**config.mk**
```make
export PLATFORM = sky130hd
export DESIGN_NAME = i2c_slave_regfile_flat
export DESIGN_NICKNAME = d
export VERILOG_FILES = /design/src/rtl/i2c_pkg.sv /design/src/rtl/i2c_slave_regfile_if.sv /design/src/rtl/i2c_bus_sync.sv /design/src/rtl/i2c_slave_regfile.sv /design/src/flat_wrapper.sv
export SDC_FILE = /design/constraint.sdc
export NUM_CORES = 1
export LEC_CHECK = 0
export ABC_AREA = 1
export ABC_CLOCK_PERIOD_IN_PS = 5150
export CAP_MARGIN = 20
export CORE_ASPECT_RATIO = 1.4
export CORE_MARGIN = 2
export CORE_UTILIZATION = 46
export DETAILED_ROUTE_END_ITERATION = 8
export PLACE_DENSITY = 0.72
export SLEW_MARGIN = 10
export SYNTH_ARGS = -nofsm -noshare
export SYNTH_HDL_FRONTEND = slang
export SYNTH_HIERARCHICAL = 1
export SYNTH_SLANG_ARGS = --single-unit
```
**constraint.sdc**
```tcl
create_clock -name clk -period 5.15 [get_ports clk]
set_input_delay 1.545 -clock clk [delete_from_list [all_inputs] [get_ports clk]]
set_output_delay 1.545 -clock clk [all_outputs]
set_load 0.03 [all_outputs]
```
**src/rtl/i2c_pkg.sv**
```systemverilog
// Shared I2C definitions: FSM state encoding and bus field widths.
package i2c_pkg;
  localparam int I2C_ADDR_W = 7;
  localparam int I2C_BYTE_W = 8;

  typedef enum logic [3:0] {
    IDLE,
    ADDR,
    ADDR_ACK,
    PTR,
    PTR_ACK,
    WR_DATA,
    WR_ACK,
    RD_DATA,
    RD_ACK
  } i2c_state_t;
endpackage

```
**src/rtl/i2c_slave_regfile_if.sv**
```systemverilog
// Pad-side I2C lines plus host register read port and write-commit notification.
interface i2c_slave_regfile_if
  import i2c_pkg::*;
#(
  parameter int PTR_W = 4
);
  logic                  scl_i;
  logic                  sda_i;
  logic                  sda_oe;
  logic [PTR_W-1:0]      host_idx;
  logic [I2C_BYTE_W-1:0] host_rdata;
  logic                  wr_strobe;
  logic [PTR_W-1:0]      wr_idx;
  logic [I2C_BYTE_W-1:0] wr_data;
  logic                  busy;

  modport slave (
    input  scl_i, sda_i, host_idx,
    output sda_oe, host_rdata, wr_strobe, wr_idx, wr_data, busy
  );

  modport master (
    output scl_i, sda_i, host_idx,
    input  sda_oe, host_rdata, wr_strobe, wr_idx, wr_data, busy
  );
endinterface

```
**src/rtl/i2c_bus_sync.sv**
```systemverilog
// SCL/SDA synchroniser with registered SCL edge and START/STOP pulses.
// Latency SYNC_STAGES + 1 clk from pin to pulse; no backpressure, pulses are single-cycle.
module i2c_bus_sync #(
  parameter int SYNC_STAGES = 2
) (
  input  logic clk,
  input  logic rst_n,
  input  logic i_scl,
  input  logic i_sda,
  output logic o_scl_rise,
  output logic o_scl_fall,
  output logic o_start,
  output logic o_stop,
  output logic o_sda
);
  logic [SYNC_STAGES-1:0] r_scl_sync;
  logic [SYNC_STAGES-1:0] r_sda_sync;
  logic                   r_scl_d;
  logic                   r_sda_d;
  logic                   w_scl;
  logic                   w_sda;

  assign w_scl = r_scl_sync[SYNC_STAGES-1];
  assign w_sda = r_sda_sync[SYNC_STAGES-1];

  // Reset to the idle-high bus level so release of reset creates no false START.
  always_ff @(posedge clk or negedge rst_n) begin
    if (!rst_n) begin
      r_scl_sync <= '1;
      r_sda_sync <= '1;
      r_scl_d    <= 1'b1;
      r_sda_d    <= 1'b1;
      o_scl_rise <= 1'b0;
      o_scl_fall <= 1'b0;
      o_start    <= 1'b0;
      o_stop     <= 1'b0;
      o_sda      <= 1'b1;
    end else begin
      r_scl_sync <= {r_scl_sync[SYNC_STAGES-2:0], i_scl};
      r_sda_sync <= {r_sda_sync[SYNC_STAGES-2:0], i_sda};
      r_scl_d    <= w_scl;
      r_sda_d    <= w_sda;
      o_scl_rise <= w_scl & ~r_scl_d;
      o_scl_fall <= ~w_scl & r_scl_d;
      o_start    <= r_sda_d & ~w_sda & w_scl;
      o_stop     <= ~r_sda_d & w_sda & w_scl;
      o_sda      <= w_sda;
    end
  end
endmodule

```
**src/rtl/i2c_slave_regfile.sv**
```systemverilog
// I2C target with pointer-addressed byte register file, burst read/write and repeated START.
// sda_oe moves 1 clk after a detected SCL fall; wr_strobe 1 clk after the 8th data rise; no backpressure.
module i2c_slave_regfile
  import i2c_pkg::*;
#(
  parameter logic [I2C_ADDR_W-1:0] SLAVE_ADDR  = 7'h78,
  parameter int                    NUM_REGS    = 16,
  parameter int                    SYNC_STAGES = 2
) (
  input logic                clk,
  input logic                rst_n,
  i2c_slave_regfile_if.slave bus
);
  localparam int PTR_W = (NUM_REGS > 2) ? $clog2(NUM_REGS) : 1;

  logic w_rise, w_fall, w_start, w_stop, w_sda;

  i2c_bus_sync #(.SYNC_STAGES(SYNC_STAGES)) u_sync (
    .clk       (clk),
    .rst_n     (rst_n),
    .i_scl     (bus.scl_i),
    .i_sda     (bus.sda_i),
    .o_scl_rise(w_rise),
    .o_scl_fall(w_fall),
    .o_start   (w_start),
    .o_stop    (w_stop),
    .o_sda     (w_sda)
  );

  i2c_state_t            r_state, w_nxt_state;
  logic [2:0]            r_cnt, w_nxt_cnt;
  logic [I2C_BYTE_W-1:0] r_shift, w_nxt_shift;
  logic [PTR_W-1:0]      r_ptr, w_nxt_ptr;
  logic                  r_rw, w_nxt_rw;
  logic                  r_ack_on, w_nxt_ack_on;
  logic                  r_sda_oe, w_nxt_sda_oe;
  logic                  r_busy, w_nxt_busy;
  logic                  r_wr_strobe, w_nxt_wr_strobe;
  logic [PTR_W-1:0]      r_wr_idx, w_nxt_wr_idx;
  logic [I2C_BYTE_W-1:0] r_wr_data, w_nxt_wr_data;
  logic [I2C_BYTE_W-1:0] r_regs [NUM_REGS];
  logic [I2C_BYTE_W-1:0] w_byte;
  logic [PTR_W-1:0]      w_ptr_inc;
  logic                  w_match;

  assign w_byte    = {r_shift[I2C_BYTE_W-2:0], w_sda};
  assign w_ptr_inc = (r_ptr == PTR_W'(NUM_REGS - 1)) ? '0 : r_ptr + PTR_W'(1);

  always_comb begin
    w_nxt_state     = r_state;
    w_nxt_cnt       = r_cnt;
    w_nxt_shift     = r_shift;
    w_nxt_ptr       = r_ptr;
    w_nxt_rw        = r_rw;
    w_nxt_ack_on    = r_ack_on;
    w_nxt_sda_oe    = r_sda_oe;
    w_nxt_wr_strobe = 1'b0;
    w_nxt_wr_idx    = r_wr_idx;
    w_nxt_wr_data   = r_wr_data;
    w_match         = 1'b0;
    if (w_stop) begin
      w_nxt_state  = IDLE;
      w_nxt_cnt    = '0;
      w_nxt_ack_on = 1'b0;
      w_nxt_sda_oe = 1'b0;
    end else if (w_start) begin
      w_nxt_state  = ADDR;
      w_nxt_cnt    = '0;
      w_nxt_ack_on = 1'b0;
      w_nxt_sda_oe = 1'b0;
    end else begin
      case (r_state)
        IDLE: ;
        ADDR, PTR, WR_DATA: begin
          if (w_rise) begin
            w_nxt_shift  = w_byte;
            w_nxt_cnt    = r_cnt + 3'd1;
            w_nxt_ack_on = 1'b0;
            if (r_cnt == 3'd7) begin
              if (r_state == ADDR) begin
                if (w_byte[I2C_BYTE_W-1:1] == SLAVE_ADDR) begin
                  w_match     = 1'b1;
                  w_nxt_rw    = w_byte[0];
                  w_nxt_state = ADDR_ACK;
                end else begin
                  w_nxt_state = IDLE;
                end
              end else if (r_state == PTR) begin
                if ({1'b0, w_byte} < 9'(NUM_REGS)) begin
                  w_nxt_ptr   = w_byte[PTR_W-1:0];
                  w_nxt_state = PTR_ACK;
                end else begin
                  w_nxt_state = IDLE;
                end
              end else begin
                w_nxt_wr_strobe = 1'b1;
                w_nxt_wr_idx    = r_ptr;
                w_nxt_wr_data   = w_byte;
                w_nxt_ptr       = w_ptr_inc;
                w_nxt_state     = WR_ACK;
              end
            end
          end
        end
        // First fall after the byte starts the ACK, the second one ends it.
        ADDR_ACK, PTR_ACK, WR_ACK: begin
          if (w_fall) begin
            if (!r_ack_on) begin
              w_nxt_sda_oe = 1'b1;
              w_nxt_ack_on = 1'b1;
            end else begin
              w_nxt_ack_on = 1'b0;
              w_nxt_cnt    = '0;
              if (r_state == ADDR_ACK && r_rw) begin
                w_nxt_state  = RD_DATA;
                w_nxt_shift  = r_regs[r_ptr];
                w_nxt_sda_oe = ~r_regs[r_ptr][I2C_BYTE_W-1];
              end else begin
                w_nxt_sda_oe = 1'b0;
                w_nxt_state  = (r_state == ADDR_ACK) ? PTR : WR_DATA;
              end
            end
          end
        end
        RD_DATA: begin
          if (w_rise) begin
            w_nxt_shift = {r_shift[I2C_BYTE_W-2:0], 1'b0};
            w_nxt_cnt   = r_cnt + 3'd1;
            if (r_cnt == 3'd7) begin
              w_nxt_state = RD_ACK;
              w_nxt_ptr   = w_ptr_inc;
            end
          end else if (w_fall) begin
            if (r_cnt == 3'd0) begin
              w_nxt_shift  = r_regs[r_ptr];
              w_nxt_sda_oe = ~r_regs[r_ptr][I2C_BYTE_W-1];
            end else begin
              w_nxt_sda_oe = ~r_shift[I2C_BYTE_W-1];
            end
          end
        end
        RD_ACK: begin
          if (w_fall) begin
            w_nxt_sda_oe = 1'b0;
          end else if (w_rise) begin
            w_nxt_cnt   = '0;
            w_nxt_state = w_sda ? IDLE : RD_DATA;
          end
        end
        default: w_nxt_state = IDLE;
      endcase
    end
    w_nxt_busy = (w_nxt_state == IDLE) ? 1'b0 : (w_match | r_busy);
  end

  always_ff @(posedge clk or negedge rst_n) begin
    if (!rst_n) begin
      r_state <= IDLE;
    end else begin
      r_state <= w_nxt_state;
    end
  end

  always_ff @(posedge clk or negedge rst_n) begin
    if (!rst_n) begin
      r_cnt       <= '0;
      r_shift     <= '0;
      r_ptr       <= '0;
      r_rw        <= 1'b0;
      r_ack_on    <= 1'b0;
      r_sda_oe    <= 1'b0;
      r_busy      <= 1'b0;
      r_wr_strobe <= 1'b0;
      r_wr_idx    <= '0;
      r_wr_data   <= '0;
      for (int i = 0; i < NUM_REGS; i++) r_regs[i] <= '0;
    end else begin
      r_cnt       <= w_nxt_cnt;
      r_shift     <= w_nxt_shift;
      r_ptr       <= w_nxt_ptr;
      r_rw        <= w_nxt_rw;
      r_ack_on    <= w_nxt_ack_on;
      r_sda_oe    <= w_nxt_sda_oe;
      r_busy      <= w_nxt_busy;
      r_wr_strobe <= w_nxt_wr_strobe;
      r_wr_idx    <= w_nxt_wr_idx;
      r_wr_data   <= w_nxt_wr_data;
      if (r_wr_strobe) r_regs[r_wr_idx] <= r_wr_data;
    end
  end

  assign bus.sda_oe     = r_sda_oe;
  assign bus.busy       = r_busy;
  assign bus.wr_strobe  = r_wr_strobe;
  assign bus.wr_idx     = r_wr_idx;
  assign bus.wr_data    = r_wr_data;
  assign bus.host_rdata = ({1'b0, bus.host_idx} < (PTR_W + 1)'(NUM_REGS)) ? r_regs[bus.host_idx] : '0;
endmodule

```
**src/flat_wrapper.sv**
```systemverilog
// flat-port wrapper written by rule: the top's interface ports become plain ports
module i2c_slave_regfile_flat import i2c_pkg::*;
#(
  parameter logic [I2C_ADDR_W-1:0] SLAVE_ADDR  = 7'h78,
  parameter int                    NUM_REGS    = 16,
  parameter int                    SYNC_STAGES = 2
)
  (clk, rst_n, bus_scl_i, bus_sda_i, bus_host_idx, bus_sda_oe, bus_host_rdata, bus_wr_strobe, bus_wr_idx, bus_wr_data, bus_busy);
  i2c_slave_regfile_if bus_i ();
  input logic clk;
  input logic rst_n;
  input wire logic [$bits(bus_i.scl_i)-1:0] bus_scl_i;
  input wire logic [$bits(bus_i.sda_i)-1:0] bus_sda_i;
  input wire logic [$bits(bus_i.host_idx)-1:0] bus_host_idx;
  output wire logic [$bits(bus_i.sda_oe)-1:0] bus_sda_oe;
  output wire logic [$bits(bus_i.host_rdata)-1:0] bus_host_rdata;
  output wire logic [$bits(bus_i.wr_strobe)-1:0] bus_wr_strobe;
  output wire logic [$bits(bus_i.wr_idx)-1:0] bus_wr_idx;
  output wire logic [$bits(bus_i.wr_data)-1:0] bus_wr_data;
  output wire logic [$bits(bus_i.busy)-1:0] bus_busy;
  assign bus_i.scl_i = bus_scl_i;
  assign bus_i.sda_i = bus_sda_i;
  assign bus_i.host_idx = bus_host_idx;
  assign bus_sda_oe = bus_i.sda_oe;
  assign bus_host_rdata = bus_i.host_rdata;
  assign bus_wr_strobe = bus_i.wr_strobe;
  assign bus_wr_idx = bus_i.wr_idx;
  assign bus_wr_data = bus_i.wr_data;
  assign bus_busy = bus_i.busy;
  i2c_slave_regfile #(.SLAVE_ADDR(SLAVE_ADDR), .NUM_REGS(NUM_REGS), .SYNC_STAGES(SYNC_STAGES)) u_core (.clk(clk), .rst_n(rst_n), .bus(bus_i));
endmodule
```
-- Word-level counts from Yosys, hierarchy flattened
Index checks and enable logic that the tools add are counted.
Widths: inputs -> output; s select.
- flip-flop bits (word level): 174
- RAM bits: 0
- input port bits: 8
- latch bits: 0
- memories: 0
- logic and storage cells: 196
- ROM bits: 0
- $add $sub $neg: 2
- shifts and indexed selects: 0
- divide/modulo/power cells: 0
- equal/unequal tests: 31
- multiplexer cells: 83
- magnitude comparators: 5
- bitwise logic cells: 20
- reduce and logical (&&, ||, !) cells: 20
- $mul: 0
- operators with widths (operator ; number):
    $bwmux 128 ; 1
    $mux 8 ; 12
    $mux 4 ; 20
    $bmux 8 s4 ; 2
    $mux 3 ; 11
    $demux 8 s4 ; 1
    $mux 1 ; 29
    $ne 4x4->1 const B ; 7
    $pmux 8 s3 ; 1
    $pmux 4 s5 ; 1
    $reduce_and 9->1 ; 2
    $eq 4x3->1 const B ; 4
    $ge 5x5->1 const B ; 3
    $not 4->5 ; 3
    $reduce_and 7->1 ; 2
    $not 1->1 ; 10
    $reduce_bool 5->1 ; 2
    $pmux 3 s3 ; 1
    $eq 4x2->1 const B ; 2
    $eq 4x4->1 const B ; 2
    $logic_not 4->1 ; 2
    $lt 8x5->1 const B ; 1
    $ne 2x1->1 const B ; 4
    $ne 2x2->1 const B ; 4
    26 further kinds ; 34

-- Depth between registers and ports, before layout
Gate-level depths: netlist of run 1.
- word-level depth: 11
- gate-level depth with buffers: 14
- depth with buffers taken out: 13

-- Cells and area by module
The synthesis of run 1 kept the hierarchy.
- by module, submodules not included (module ; cells each ; area an instance (µm²) ; times used):
    i2c_slave_regfile ; 1240 ; 9071.2 ; 1
    i2c_bus_sync ; 18 ; 287.8 ; 1

-- Least setup slack after synthesis of run 1
No wires, ideal clock.
- path type: in2out
- from: input bus_host_idx[0]
- to: output bus_host_rdata[2]
- stages on the path: 6
- arrival: 2989 ps
- required time: 3605 ps
- path buffers: 2
- setup slack: 616 ps
- cell sequence: clkbuf_1 clkbuf_1 o21ai_0 nand2_1 o22ai_1 o21ai_0
- longest elaborated chain between the ends: 4
- ends and longest elaborated chain (element ; line ; RTL):
    start, declared ; flat_wrapper.sv:14 ; input wire logic [$bits(bus_i.host_idx)-1:0] bus_host_idx;
    $not 4->5 (not written as such) ; i2c_slave_regfile.sv:197 ; assign bus.host_rdata = ({1'b0, bus.host_idx} < (PTR_W + 1)'(NUM_REGS)) ? r_regs[bus.host_idx] : '0;
    $bmux 8 s4 ; i2c_slave_regfile.sv:197 ;
    $mux 8 (not written as such) (2 in a row) ; i2c_slave_regfile.sv:197 ;
    end, declared ; flat_wrapper.sv:16 ; output wire logic [$bits(bus_i.host_rdata)-1:0] bus_host_rdata;
Every way passes these cells. The select of a mux whose other input is x is not followed.

-- Worst setup path after layout of run 1
- from: input bus_host_idx[1]
- to: output bus_host_rdata[7]
The elaborated chain is that of the path after synthesis.

==> results of run 1 <==
==> per-stage QoR <==
stage,setup WS [ns],utilization
final,0.197,0.523
after global routing,0.0762,0.523
after CTS,0.189,0.521
after detailed placement,0.193,0.491
after global placement,0.233,0.491
after floorplan,0.616,-
==> cell usage after synthesis (3+ instances only) <==
cell / instances
a21oi_1: 127
buf_2: 20
clkbuf_1: 49
clkinv_1: 4
dfrtp_1: 168
dfstp_2: 6
ha_1: 4
inv_1: 123
inv_2: 3
nand2_1: 281
nand2_2: 3
nand3_1: 60
nand4_1: 5
nor2_1: 86
nor3_1: 11
nor3_2: 3
o211ai_1: 16
o21ai_0: 246
o221ai_1: 13
o22ai_1: 5
==> routing by layer <==
metal / track usage / vias to the layer above / part of all wire
met5: 0 / - / 0
met4: 0.155 / 0 / 0.062
met3: 0.0415 / 98 / 0.048
met2: 0.447 / 339 / 0.51
met1: 0.300 / 4141 / 0.38
li1: - / 4153 / -
==> how the worst max path moves through the flow <==
stage,start,endpoint
after CTS,bus_host_idx[1],bus_host_rdata[7]
final,bus_host_idx[1],bus_host_rdata[7]
after detailed placement,bus_host_idx[1],bus_host_rdata[7]
after floorplan,bus_host_idx[0],bus_host_rdata[2]
after global placement,bus_host_idx[1],bus_host_rdata[7]
after global routing,bus_host_idx[1],bus_host_rdata[7]
==> logic make-up after synthesis <==
group,after synthesis,share of synthesized area
and+or+nand+nor,459,0.205
AOI/OAI and AO/OA,415,0.236
buffers and inverters,204,0.0865
DFF,174,0.466
adders and majority gates,4,0.00535
xor gates and xnor gates,2,0.00187
==> power by group through the flow <==
stage / Clock, uW / Sequential (uW) / Combinational, uW
6_report: 1310 / 1520 / 1010
5_1_grt: 1390 / 1530 / 1100
4_1_cts: 1330 / 1520 / 994
3_5_place_dp: 0 / 1550 / 990
3_3_place_gp: 0 / 1540 / 976
2_1_floorplan: 0 / 1470 / 734
==> cell type report <==
type,instances,area [um^2]
repair buffers,44,470
clock inverters,15,169
fillers,1912,9500
well taps,252,315
flip-flops and latches,174,4360
clock buffers,17,425
multi-input cells,880,4190
inverters,130,488
==> flip-flops by register name, summed over array words and instances, names as in the netlist <==
name / count
u_core/u_sync/r_sda_sync: 2
u_core/r_regs: 128
u_core/r_shift: 8
u_core/r_ptr: 4
u_core/u_sync/o_sda: 1
u_core/bus.sda_oe: 1
u_core/u_sync/o_scl_fall: 1
u_core/r_rw: 1
u_core/bus.wr_data: 8
u_core/u_sync/r_scl_d: 1
u_core/bus.wr_strobe: 1
u_core/u_sync/o_stop: 1
u_core/r_state: 4
u_core/u_sync/o_start: 1
u_core/bus.busy: 1
u_core/r_cnt: 3
u_core/u_sync/o_scl_rise: 1
u_core/r_ack_on: 1
u_core/u_sync/r_scl_sync: 2
u_core/bus.wr_idx: 4
==> results by group, run 1 <==
Synth
  – Top post-synthesis cells by area: dfrtp_1 45%, o21ai_0 13%, nand2_1 11%
  – Yosys warnings: 6
  – Ys async rst share: 1.00
  – Syn_area_per_cell: 7.44 um^2
  – Yosys top cell area share: 0.449
  – Most common flop cell mapped by yosys: dfrtp_1
  – Library cells used by synthesis: 38
  – Synthesized cell area: 9360 um^2
  – Synth area leader: dfrtp_1
  – Post-synthesis sequential area ratio: 0.466
  – Net count after synthesis: around 1,300
  – Number of enable flip-flop cells after synthesis: 0
  – FF+latch count, synth: 174
  – Cells after synthesis: 1,258

Place
  – IO Port Bufs: 30
  – Placed cell count: about 1,500
  – Post-DP HPWL: around 19 mm
  – Placed Area: 9790 um^2
  – GP Congestion: ~0.9

Power
  – Comb pwr share: 0.263
  – Power Total: 3850 uW
  – Clk network pwr share: 0.341
  – VDD IR-drop max: between 200 and 300 uV
  – Pwr/cell area: 369 nW/um^2
  – P_int: 2410 uW
  – Net Sw Frac: 0.373
  – Register share of total power: 0.396
  – Switching power: approximately 1400 uW
  – Leakage: roughly 0.0045 uW

Min path
  – Hold Crit Class: flip-flop to flip-flop
  – Hold Crit Endpoint: u_core/u_sync/r_scl_sync[1]
  – Worst Min Path Start: u_core/u_sync/r_scl_sync[0]
  – Worst Hold Path Cells: 0

Critical path
  – WP buf/inv: 4
  – Cell chain of the critical path: clkdlybuf4s50_1, inv_1, o21ai_0, o22ai_1, o21ai_0, buf_4, buf_12
  – Crit Path Max Fanout: 16
  – Crit path kind: primary input to output port
  – Worst reg-to-reg path cell count: 8
  – CP Launch Type: primary input
  – Most used cell, CP: o21ai_0
  – WP data required: ~3.6 ns
  – CP Depth: 7
  – Reg2reg end: u_core/r_shift[2]
  – CP max stage delay: about 0.58 ns
  – Slowest CP cell: clkdlybuf4s50_1
  – Cell family with most CP delay: buffers and inverters
  – CP Data Arrival Time: between 3 and 4 ns
  – R2R Setup Slk: about 2.4 ns
  – Worst reg2reg path startpoint: u_core/r_ptr[1]
  – CP endpoint kind: output port

Floorplan
  – Die Span Y: roughly 170 um
  – DIE WIDTH: about 120 um
  – FP Rows: 61
  – I/O pin cnt: 31
  – Die ar.: ~22,000 um^2
  – Core Region: 19,900 um^2
  – Effective utilization at floorplan: 0.470

Global route
  – Tot GR Track Use: 0.258
  – Global-route wire length before repair: about 44 mm
  – Largest net degree at the start of global routing: around 110
  – Gr ovfl total: 0
  – Vias in the first global route: between 8,000 and 9,000
  – Initial antenna violation count: 0

Timing
  – Max-slew violation count: 0
  – Relative slew slack: 0.307
  – Final setup violation count: 0
  – Fin crit share: 0.962
  – Worst Hold Slack: approximately 0.36 ns
  – Fin Clk Skew: 0.00892 ns
  – Hold Violations, Final: 0
  – Peak Freq: 202 MHz
  – Worst-Margin Slew: 1.04 ns
  – Tmin final: between 4 and 5 ns
  – RSZ-0062 raised after global routing: no
  – Setup_tns: 0 ns

Clock tree
  – Worst skew pair latency: roughly 0.44 ns
  – Setup Buffers After CTS: 0
  – Clk buf depth: 2
  – TritonCTS Buffers: 17
  – CTS Sinks: about 170
  – H-tree Lvls: 4
  – Clk Tree Root Cell: clkbuf_16
  – Worst-path clk slew: approximately 0.07 ns
  – CTS tree: built
  – Post-CTS Resized: 0
  – Post-CTS Hold Buffers: 0

Drt
  – DR vias/cell: 5.77
  – Via count: between 8,000 and 9,000
  – 1st-iter DRT viols: ~1,000
  – Detailed Route WL: approximately 28 mm
  – DRC: 0
  – WL/cell: roughly 18 um
  – TritonRoute pass-1 iters: 5
  – DRT antenna net count: 0

Final layout
  – Area grow syn2layout: 11.3%
  – Layout cell share with drive strength beyond 1: 0.0651
  – # nets final: between 1,000 and 1,500
  – Final Non-Filler Cells: roughly 1,500
  – Most frequent cells in the layout: 281 x nand2_1, 246 x o21ai_0, 167 x dfrtp_1
  – Diode count: 0
  – Commonest non-fill, non-tap cell in the layout: nand2_1
  – Finished Cell Area: 10,400 um^2

Flow run
  – MaxCap Viol Count: 0

Run status
  – Status: finished clean
No activity file was read; power rests on OpenSTA's default activity.
==> inputs of run 2 (changes only) <==
--- a/config.mk
+++ b/config.mk
@@ -11,6 +11,7 @@
 export CORE_ASPECT_RATIO = 1.4
 export CORE_MARGIN = 2
 export CORE_UTILIZATION = 46
+export CTS_CLUSTER_DIAMETER = 30
 export DETAILED_ROUTE_END_ITERATION = 8
 export PLACE_DENSITY = 0.72
 export SLEW_MARGIN = 10
==> results of run 2 <==
No change in the layout: final DEF, timing and power equal those of run 1.
==> inputs of run 3 (changes only) <==
--- a/config.mk
+++ b/config.mk
@@ -13,6 +13,7 @@
 export CORE_UTILIZATION = 46
 export CTS_CLUSTER_DIAMETER = 30
 export DETAILED_ROUTE_END_ITERATION = 8
+export GPL_ROUTABILITY_DRIVEN = 1
 export PLACE_DENSITY = 0.72
 export SLEW_MARGIN = 10
 export SYNTH_ARGS = -nofsm -noshare
==> results of run 3 <==
No change in the layout: final DEF, timing and power equal those of run 1.
